<file path="src/rtl/mem_write_pkg.sv">
// Shared types and sizing helpers for the multi-channel BRAM write controller.
package mem_write_pkg;

  typedef enum logic [1:0] {
    ST_FILL   = 2'd0,
    ST_COMMIT = 2'd1,
    ST_STALL  = 2'd2
  } wr_state_t;

  // Never returns less than 1 so degenerate parameters still give legal vectors.
  function automatic int unsigned clog2_min1(input int unsigned v);
    return (v <= 1) ? 1 : $clog2(v);
  endfunction

  function automatic int unsigned calc_depth(input int unsigned m, input int unsigned n);
    return (m * m) / n;
  endfunction

  function automatic int unsigned calc_aw(input int unsigned m, input int unsigned n,
                                          input int unsigned nbank);
    return clog2_min1(calc_depth(m, n) * nbank);
  endfunction

endpackage

</file>
<file path="src/rtl/mem_write_ctrl_if.sv">
// Per-channel input stream and registered BRAM write bus of mem_write_ctrl.
interface mem_write_ctrl_if #(
  parameter int unsigned D_W = 8,
  parameter int unsigned N   = 3,
  parameter int unsigned AW  = 5
) ();

  logic [N-1:0]           in_valid;
  logic [N-1:0][D_W-1:0]  in_data;
  logic [N-1:0]           in_ready;
  logic [N-1:0][AW-1:0]   wr_addr_bram;
  logic [N-1:0][D_W-1:0]  wr_data_bram;
  logic [N-1:0]           wr_en_bram;

  modport master (
    output in_valid, in_data,
    input  in_ready, wr_addr_bram, wr_data_bram, wr_en_bram
  );

  modport slave (
    input  in_valid, in_data,
    output in_ready, wr_addr_bram, wr_data_bram, wr_en_bram
  );

endinterface

</file>
<file path="src/rtl/mem_write_chan.sv">
// One channel: word counter, bank-relative address formation and the
// registered BRAM write port.
module mem_write_chan #(
  parameter int unsigned D_W   = 8,
  parameter int unsigned AW    = 5,
  parameter int unsigned DEPTH = 12,
  parameter int unsigned CW    = 4
) (
  input  logic           clk,
  input  logic           rst_n,
  input  logic           i_fill,
  input  logic           i_clear,
  input  logic [AW-1:0]  i_base,
  input  logic           i_valid,
  input  logic [D_W-1:0] i_data,
  output logic           o_ready,
  output logic           o_done,
  output logic [AW-1:0]  o_wr_addr,
  output logic [D_W-1:0] o_wr_data,
  output logic           o_wr_en
);

  localparam logic [CW-1:0] DEPTH_C = CW'(DEPTH);

  logic [CW-1:0]  r_cnt;
  logic [AW-1:0]  r_wr_addr;
  logic [D_W-1:0] r_wr_data;
  logic           r_wr_en;
  logic           w_xfer;

  assign o_ready   = i_fill & (r_cnt < DEPTH_C);
  assign o_done    = (r_cnt == DEPTH_C);
  assign w_xfer    = i_valid & o_ready;
  assign o_wr_addr = r_wr_addr;
  assign o_wr_data = r_wr_data;
  assign o_wr_en   = r_wr_en;

  // Address and data only move on a transfer; otherwise they hold.
  always_ff @(posedge clk or negedge rst_n) begin
    if (!rst_n) begin
      r_cnt     <= '0;
      r_wr_addr <= '0;
      r_wr_data <= '0;
      r_wr_en   <= 1'b0;
    end else begin
      r_wr_en <= w_xfer;
      if (i_clear) begin
        r_cnt <= '0;
      end else if (w_xfer) begin
        r_cnt     <= r_cnt + CW'(1);
        r_wr_addr <= i_base + AW'(r_cnt);
        r_wr_data <= i_data;
      end
    end
  end

endmodule

</file>
<file path="src/rtl/mem_write_ctrl.sv">
// Frame-banked write controller: N independent channels fill one bank of
// DEPTH words each, then the frame is committed and the next bank is used.
module mem_write_ctrl
  import mem_write_pkg::*;
#(
  parameter int unsigned D_W   = 8,
  parameter int unsigned N     = 3,
  parameter int unsigned M     = 6,
  parameter int unsigned NBANK = 2,
  localparam int unsigned DEPTH = calc_depth(M, N),
  localparam int unsigned AW    = calc_aw(M, N, NBANK),
  localparam int unsigned BW    = clog2_min1(NBANK),
  localparam int unsigned CW    = clog2_min1(DEPTH + 1),
  localparam int unsigned NFW   = clog2_min1(NBANK + 1)
) (
  input  logic                 clk,
  input  logic                 rst_n,
  mem_write_ctrl_if.slave      bus,
  input  logic                 bank_release,
  output logic                 frame_done,
  output logic [BW-1:0]        frame_bank,
  output logic                 full,
  output logic                 err_release
);

  localparam logic [NFW-1:0] NBANK_C = NFW'(NBANK);
  localparam logic [BW-1:0]  LAST_B  = BW'(NBANK - 1);

  wr_state_t             r_state;
  logic [BW-1:0]         r_wr_bank;
  logic [NFW-1:0]        r_nfull;
  logic                  r_frame_done;
  logic [BW-1:0]         r_frame_bank;
  logic                  r_full;
  logic                  r_err;

  logic                  w_fill;
  logic                  w_commit;
  logic                  w_rel_ok;
  logic [NFW-1:0]        w_nfull_nxt;
  logic [BW-1:0]         w_bank_nxt;
  logic [AW-1:0]         w_base;
  logic [N-1:0]          w_ready;
  logic [N-1:0]          w_done;
  logic [N-1:0][AW-1:0]  w_wr_addr;
  logic [N-1:0][D_W-1:0] w_wr_data;
  logic [N-1:0]          w_wr_en;

  // rst_n gates ready so nothing is accepted while reset is held.
  assign w_fill     = (r_state == ST_FILL) & rst_n;
  assign w_commit   = (r_state == ST_COMMIT);
  assign w_base     = AW'(r_wr_bank) * AW'(DEPTH);
  assign w_bank_nxt = (r_wr_bank == LAST_B) ? '0 : r_wr_bank + BW'(1);

  // A release coinciding with a commit hands back the bank just filled.
  assign w_rel_ok = bank_release & (w_commit | (r_nfull != '0));

  always_comb begin
    w_nfull_nxt = r_nfull;
    if (w_commit && !w_rel_ok)
      w_nfull_nxt = r_nfull + NFW'(1);
    else if (!w_commit && w_rel_ok)
      w_nfull_nxt = r_nfull - NFW'(1);
  end

  always_ff @(posedge clk or negedge rst_n) begin
    if (!rst_n) begin
      r_state      <= ST_FILL;
      r_wr_bank    <= '0;
      r_nfull      <= '0;
      r_frame_done <= 1'b0;
      r_frame_bank <= '0;
      r_full       <= 1'b0;
      r_err        <= 1'b0;
    end else begin
      r_frame_done <= 1'b0;
      r_nfull      <= w_nfull_nxt;
      r_full       <= (w_nfull_nxt == NBANK_C);
      if (bank_release && !w_rel_ok)
        r_err <= 1'b1;
      case (r_state)
        ST_FILL: begin
          if (&w_done) begin
            r_state      <= ST_COMMIT;
            r_frame_done <= 1'b1;
            r_frame_bank <= r_wr_bank;
          end
        end
        ST_COMMIT: begin
          r_wr_bank <= w_bank_nxt;
          r_state   <= (w_nfull_nxt == NBANK_C) ? ST_STALL : ST_FILL;
        end
        ST_STALL: begin
          if (bank_release)
            r_state <= ST_FILL;
        end
        default: r_state <= ST_FILL;
      endcase
    end
  end

  for (genvar g = 0; g < N; g++) begin : g_chan
    mem_write_chan #(
      .D_W  (D_W),
      .AW   (AW),
      .DEPTH(DEPTH),
      .CW   (CW)
    ) u_chan (
      .clk      (clk),
      .rst_n    (rst_n),
      .i_fill   (w_fill),
      .i_clear  (w_commit),
      .i_base   (w_base),
      .i_valid  (bus.in_valid[g]),
      .i_data   (bus.in_data[g]),
      .o_ready  (w_ready[g]),
      .o_done   (w_done[g]),
      .o_wr_addr(w_wr_addr[g]),
      .o_wr_data(w_wr_data[g]),
      .o_wr_en  (w_wr_en[g])
    );
  end

  assign bus.in_ready     = w_ready;
  assign bus.wr_addr_bram = w_wr_addr;
  assign bus.wr_data_bram = w_wr_data;
  assign bus.wr_en_bram   = w_wr_en;

  assign frame_done  = r_frame_done;
  assign frame_bank  = r_frame_bank;
  assign full        = r_full;
  assign err_release = r_err;

endmodule

</file>
<file path="src/flat_wrapper.sv">
// flat-port wrapper written by rule: the top's interface ports become plain ports
module mem_write_ctrl_flat import mem_write_pkg::*;
#(
  parameter int unsigned D_W   = 8,
  parameter int unsigned N     = 3,
  parameter int unsigned M     = 6,
  parameter int unsigned NBANK = 2,
  localparam int unsigned DEPTH = calc_depth(M, N),
  localparam int unsigned AW    = calc_aw(M, N, NBANK),
  localparam int unsigned BW    = clog2_min1(NBANK),
  localparam int unsigned CW    = clog2_min1(DEPTH + 1),
  localparam int unsigned NFW   = clog2_min1(NBANK + 1)
)
  (clk, rst_n, bank_release, frame_done, frame_bank, full, err_release, bus_in_valid, bus_in_data, bus_in_ready, bus_wr_addr_bram, bus_wr_data_bram, bus_wr_en_bram);
  mem_write_ctrl_if #(.D_W(D_W), .N(N), .AW((5))) bus_i ();
  input  logic clk;
  input  logic rst_n;
  input  logic bank_release;
  output logic frame_done;
  output logic [BW-1:0] frame_bank;
  output logic full;
  output logic err_release;
  input wire logic [$bits(bus_i.in_valid)-1:0] bus_in_valid;
  input wire logic [$bits(bus_i.in_data)-1:0] bus_in_data;
  output wire logic [$bits(bus_i.in_ready)-1:0] bus_in_ready;
  output wire logic [$bits(bus_i.wr_addr_bram)-1:0] bus_wr_addr_bram;
  output wire logic [$bits(bus_i.wr_data_bram)-1:0] bus_wr_data_bram;
  output wire logic [$bits(bus_i.wr_en_bram)-1:0] bus_wr_en_bram;
  assign bus_i.in_valid = bus_in_valid;
  assign bus_i.in_data = bus_in_data;
  assign bus_in_ready = bus_i.in_ready;
  assign bus_wr_addr_bram = bus_i.wr_addr_bram;
  assign bus_wr_data_bram = bus_i.wr_data_bram;
  assign bus_wr_en_bram = bus_i.wr_en_bram;
  mem_write_ctrl #(.D_W(D_W), .N(N), .M(M), .NBANK(NBANK)) u_core (.clk(clk), .rst_n(rst_n), .bus(bus_i), .bank_release(bank_release), .frame_done(frame_done), .frame_bank(frame_bank), .full(full), .err_release(err_release));
endmodule
</file>
<file path="config.mk">
export PLATFORM = sky130hd
export DESIGN_NAME = mem_write_ctrl_flat
export DESIGN_NICKNAME = d
export VERILOG_FILES = /design/src/rtl/mem_write_pkg.sv /design/src/rtl/mem_write_ctrl_if.sv /design/src/rtl/mem_write_chan.sv /design/src/rtl/mem_write_ctrl.sv /design/src/flat_wrapper.sv
export SDC_FILE = /design/constraint.sdc
export NUM_CORES = 1
export LEC_CHECK = 0
export CAP_MARGIN = 20
export CORE_UTILIZATION = 47
export CTS_CLUSTER_DIAMETER = 60
export CTS_CLUSTER_SIZE = 30
export DETAILED_ROUTE_END_ITERATION = 10
export PLACE_DENSITY_LB_ADDON = 0.1
export SLEW_MARGIN = 10
export SYNTH_ARGS = -nofsm -noshare
export SYNTH_HDL_FRONTEND = slang
export SYNTH_SLANG_ARGS = --single-unit
</file>
<file path="constraint.sdc">
create_clock -name clk -period 1.8 [get_ports clk]
set_input_delay 0.27 -clock clk [delete_from_list [all_inputs] [get_ports clk]]
set_output_delay 0.27 -clock clk [all_outputs]
set_load 0.03 [all_outputs]
</file>
### Word-level counts from Yosys, hierarchy flattened

Index checks and enable logic that the tools add are counted.

* register bits: 63
* input port bits: 30
* output and inout bits: 49

* add/sub/neg operators: 9
* multipliers: 1
* $lt $le $gt $ge: 3
* equality and inequality tests: 8
* multiplexer cells: 15
* bitwise gates (word level): 10
* reduce and logical (&&, ||, !) cells: 16

Operators by type and width (count)
* $mux 4: 6
* $add 5x4->5: 3
* $add 4x1->4 const B: 3
* $eq 4x4->1 const B: 3
* $lt 4x4->1 const B: 3
* $mux 2: 5
* $and 1x1->1: 8
* $reduce_and 2->1: 4
* $reduce_bool 2->1: 4
* $pmux 2 s3: 1
* $eq 2x2->1 const B: 2
* $ne 2x2->1 const B: 2
* $reduce_and 4->1: 1
* $logic_and 1x1->1: 3
* $mul 1x2->3 const B: 1
* $mux 1: 3
* $reduce_and 3->1: 1
* $add 2x1->2 const B: 1
* $eq 2x1->1 const B: 1
* $logic_not 1->1: 2
* $logic_not 2->1: 1
* $sub 2x1->2 const B: 1
* $add 1x1->1 const B: 1
* $not 1->1: 1
* $or 1x1->1: 1

### Logic depth before layout (Yosys ltp)

* word-level depth: 9
* depth in mapped cells: 6

### Cells and area by module

From an unflattened synthesis, not the netlist that was laid out.

* cells, all modules: 254
* area, all modules: 3103.0 um^2

Modules (own cells, without submodules)
* mem_write_chan: times used 3, cells each 71, area an instance 885.8 um^2
* mem_write_ctrl: times used 1, cells each 41, area an instance 445.4 um^2

### Least setup slack after synthesis

No wires, ideal clock.

* path kind: reg-to-reg
* from: register u_core.r_state[1]
* to: register u_core.r_frame_bank, in the netlist u_core.frame_bank
* data arrival time: 1.273 ns
* required time: 1.675 ns
* setup slack: 0.402 ns
* stages on the path, launching flop included: 5
* buffers on the path: 0
* clock period less this slack: 1.398 ns
* path through: dfrtp_1 > nor2_1 > nand3_1 > nor4_4 > mux2_2

* cells in the longest elaborated chain, start to end: 2

Ends and longest elaborated chain
* start, declared: RTL line mem_write_ctrl.sv:29 `wr_state_t r_state;`
* start signal, assigned: RTL line mem_write_ctrl.sv:91 `r_state <= (w_nfull_nxt == NBANK_C) ? ST_STALL : ST_FILL;`
* $logic_not 2->1: RTL line mem_write_ctrl.sv:81 `case (r_state)`
* $reduce_and 4->1 (no source line)
* end signal, assigned: RTL line mem_write_ctrl.sv:86 `r_frame_bank <= r_wr_bank;`
* end, declared: RTL line mem_write_ctrl.sv:33 `logic [BW-1:0] r_frame_bank;`

No other way between the ends.
A chain may end at the register's enable or synchronous reset.

### Worst setup path after layout

* from: register u_core.r_state[1]
* to: output bus_in_ready[2]

* cells in the longest elaborated chain, start to end: 3

Ends and longest elaborated chain
* $logic_not 2->1: RTL line mem_write_ctrl.sv:50 `assign w_fill = (r_state == ST_FILL) & rst_n;`
* $and 1x1->1: RTL line mem_write_ctrl.sv:50
* $and 1x1->1: RTL line mem_write_chan.sv:31 `assign o_ready = i_fill & (r_cnt < DEPTH_C);`
* end, declared: RTL line flat_wrapper.sv:25 `output wire logic [$bits(bus_i.in_ready)-1:0] bus_in_ready;`

No other way between the ends.

==> summary.txt <==
CTS tree -> built
Root Buffer -> clkbuf_8
deepest clock path buffer count -> 2
first-pass GRT wire length -> 9.487 mm
Congestion Overflow GR -> 0
crit path DAT -> 1400 ps
detailed-router iteration count before antenna repair -> 4
Post-Synthesis Cell Area -> 2754 µm²
largest vdd supply drop -> 0.9176 mV
synth unique cells -> 29
Max FO, Critical Path -> 5
RR Startpoint -> u_core.g_chan[1].u_chan.r_cnt[0]$_DFFE_PN0P_
Hold-fix buffers, CTS -> 0
Worst setup startpoint -> u_core.r_state[1]$_DFFE_PN0P_
CTS clk-pin slew, worst paths -> 60 ps
DP Area -> 3557 µm²
commonest non-fill, non-tap cell in the layout -> nand2_1
Initial Utilization -> 49.41%
Post-Synthesis Cells -> 279
Die Area -> 6169 µm²
CP Class -> flop to primary output
initial DRC count -> 90
Leak -> 1.850 nW
Final setup violation count -> 0
# H-tree levels -> 3
Max-slew headroom -> 47.60%
cts repair resizes -> 0
#FFs+latches synth -> 63
worst setup path end -> bus_in_ready[2]
antenna diode count -> 0
final net count -> 403
Die X -> 78.55 µm
Final Cycle Share -> 92.95%
syn avg cell area -> 9.871 µm²
R2R Path End -> u_core.frame_bank$_DFFE_PN0P_
Reg2Reg Setup Slack -> 320 ps
fin area -> 3736 µm²
crit path time final -> 1673 ps
Yosys warning total -> 0
DP HPWL -> 3.956 mm
Setup Total Neg Slack -> 0 ps
Die Ht -> 78.55 µm
Fin Clk Skew -> 5.329 ps
clock sink total -> 63
largest net degree at the start of global routing -> 64
PortBufs -> 78
final slew viol count -> 0
Max-Cap Viols -> 0
vias per cell -> 4.842
Post-route DRC -> 0
vias -> 2,116
routed len/inst -> 13.12 µm
worst hold path class -> input port to asynchronous set/reset pin
total setup buffers inserted after CTS -> 0
Final Hold Fails -> 0
Peak Freq -> 597.7 MHz
clk_lat worst skew -> 330 ps
critical path launch point type -> flop
Worst Path Required -> 1530 ps
worst-margin pin slew -> 786.0 ps
register area share after synthesis -> 57.25%
Final Wtd Congestion -> 0.7634
Post-Route WL -> 5.734 mm
CTS buffer count -> 9
most frequent cells in the layout -> nand2_1, clkdlybuf4s50_1, dfrtp_1
total track usage -> 20.28%
worst r2r path cells -> 5
number of global-route vias before repair -> 2,073
initial antenna violation count -> 0
Mapped Nets -> 322
pwr dens -> 1772 nW/µm²
status -> finished clean
core area -> 5574 µm²
# rows -> 27
IO Pins -> 79
ANT nets after route -> 0
RSZ-0062 raised after global routing -> no
Area Growth Syn to Fin -> 35.67%
endpoint type of the worst setup path -> primary output
layout cells sized above 1 -> 10.14%
## worst min-delay path by stage
stage | startpoint | endpoint | depth (start not counted)
after floorplan | rst_n | u_core.err_release$_DFFE_PN0P_ | 0
after global placement | u_core.g_chan[2].u_chan.o_wr_addr[3]$_DFFE_PN0P_ | u_core.g_chan[2].u_chan.o_wr_addr[3]$_DFFE_PN0P_ | 2
after detailed placement | u_core.err_release$_DFFE_PN0P_ | u_core.err_release$_DFFE_PN0P_ | 1
after CTS | rst_n | u_core.g_chan[2].u_chan.o_wr_addr[4]$_DFFE_PN0P_ | 2
after global routing | rst_n | u_core.g_chan[2].u_chan.o_wr_addr[0]$_DFFE_PN0P_ | 2
final | rst_n | u_core.r_state[1]$_DFFE_PN0P_ | 2
## synth_stat cells (all sizes together)
cell type	n	area share, %
nand2	118	16
a211oi	2	0.55
mux2	1	0.41
ha	10	4.5
nor2b	1	0.23
dfrtp	63	57
nor3b	1	0.68
a21oi	8	1.5
inv	12	1.6
xnor2	2	0.64
fa	3	2.2
nand2b	2	0.45
mux2i	4	1.5
o31ai	3	0.82
and3	1	0.23
o21ai	10	1.8
clkbuf	1	0.14
nand3	9	2.2
a31o	1	0.32
nor3	1	0.18
nor4	3	1.2
a41oi	3	0.95
buf	14	3.8
nor2	6	0.82
## routing by layer
| metal | GRT usage (%) | wire, µm | part of all wire, % |
|---|---|---|---|
| met1 | 25.52 | 2624 | 46 |
| met2 | 33.30 | 2697 | 47 |
| met3 | 4.651 | 319 | 5.6 |
| met4 | 8.889 | 93 | 1.6 |
| met5 | 0 | 0 | 0 |
## registers in the layout (all words and copies together) (netlist names)
name / count
u_core.r_state: 2
u_core.full: 1
u_core.r_nfull: 2
u_core.r_wr_bank: 1
u_core.g_chan.u_chan.o_wr_data: 24
u_core.frame_bank: 1
u_core.g_chan.u_chan.o_wr_en: 3
u_core.g_chan.u_chan.o_wr_addr: 15
u_core.err_release: 1
u_core.frame_done: 1
u_core.g_chan.u_chan.r_cnt: 12
## worst max-delay path, stage by stage (launching register included)
cell	delay [ps]
dfrtp_1	440
nor2_1	160
nand2_1	130
a21oi_1	170
buf_4	180
## through the flow
stage | cells | power, mW | hold slack (ps) | setup slack [ps] | utilization (%)
2_1_floorplan | 279 | 4.322 | -25.59 | 402.3 | -
3_3_place_gp | 421 | 5.479 | 455.8 | 363.3 | 63.82
3_5_place_dp | 421 | 5.575 | 458.8 | 325.1 | 63.82
4_1_cts | 437 | 6.682 | 209.0 | 69.52 | 66.96
5_1_grt | 437 | 7.074 | 266.7 | 6.095 | 67.03
6_report | 437 | 6.621 | 180.2 | 126.9 | 67.03
## where the power goes
group / internal, mW / switching (mW)
sequential: 2.00 / 0.438
clock: 0.566 / 0.521
combinational: 1.27 / 1.83
total: 3.84 / 2.79
## layout make-up
type	count	area, µm²
inverter	12	45.04
tap	72	90.09
sequential	63	1577
clock buffer	12	155.1
fill	456	1838
multi-input combinational	189	1028
timing repair buffer	85	820.8
clock inverter	4	20.02
## cell families after synthesis
group / after synthesis / share of synthesized area [%]
compound gates: 27 / 5.907
xor+xnor: 2 / 0.6362
fa+ha+maj: 13 / 6.724
buf+inv: 27 / 5.542
flops: 63 / 57.25
mux: 5 / 1.863
simple gates: 142 / 22.08
(Power assumes the default switching activity.)
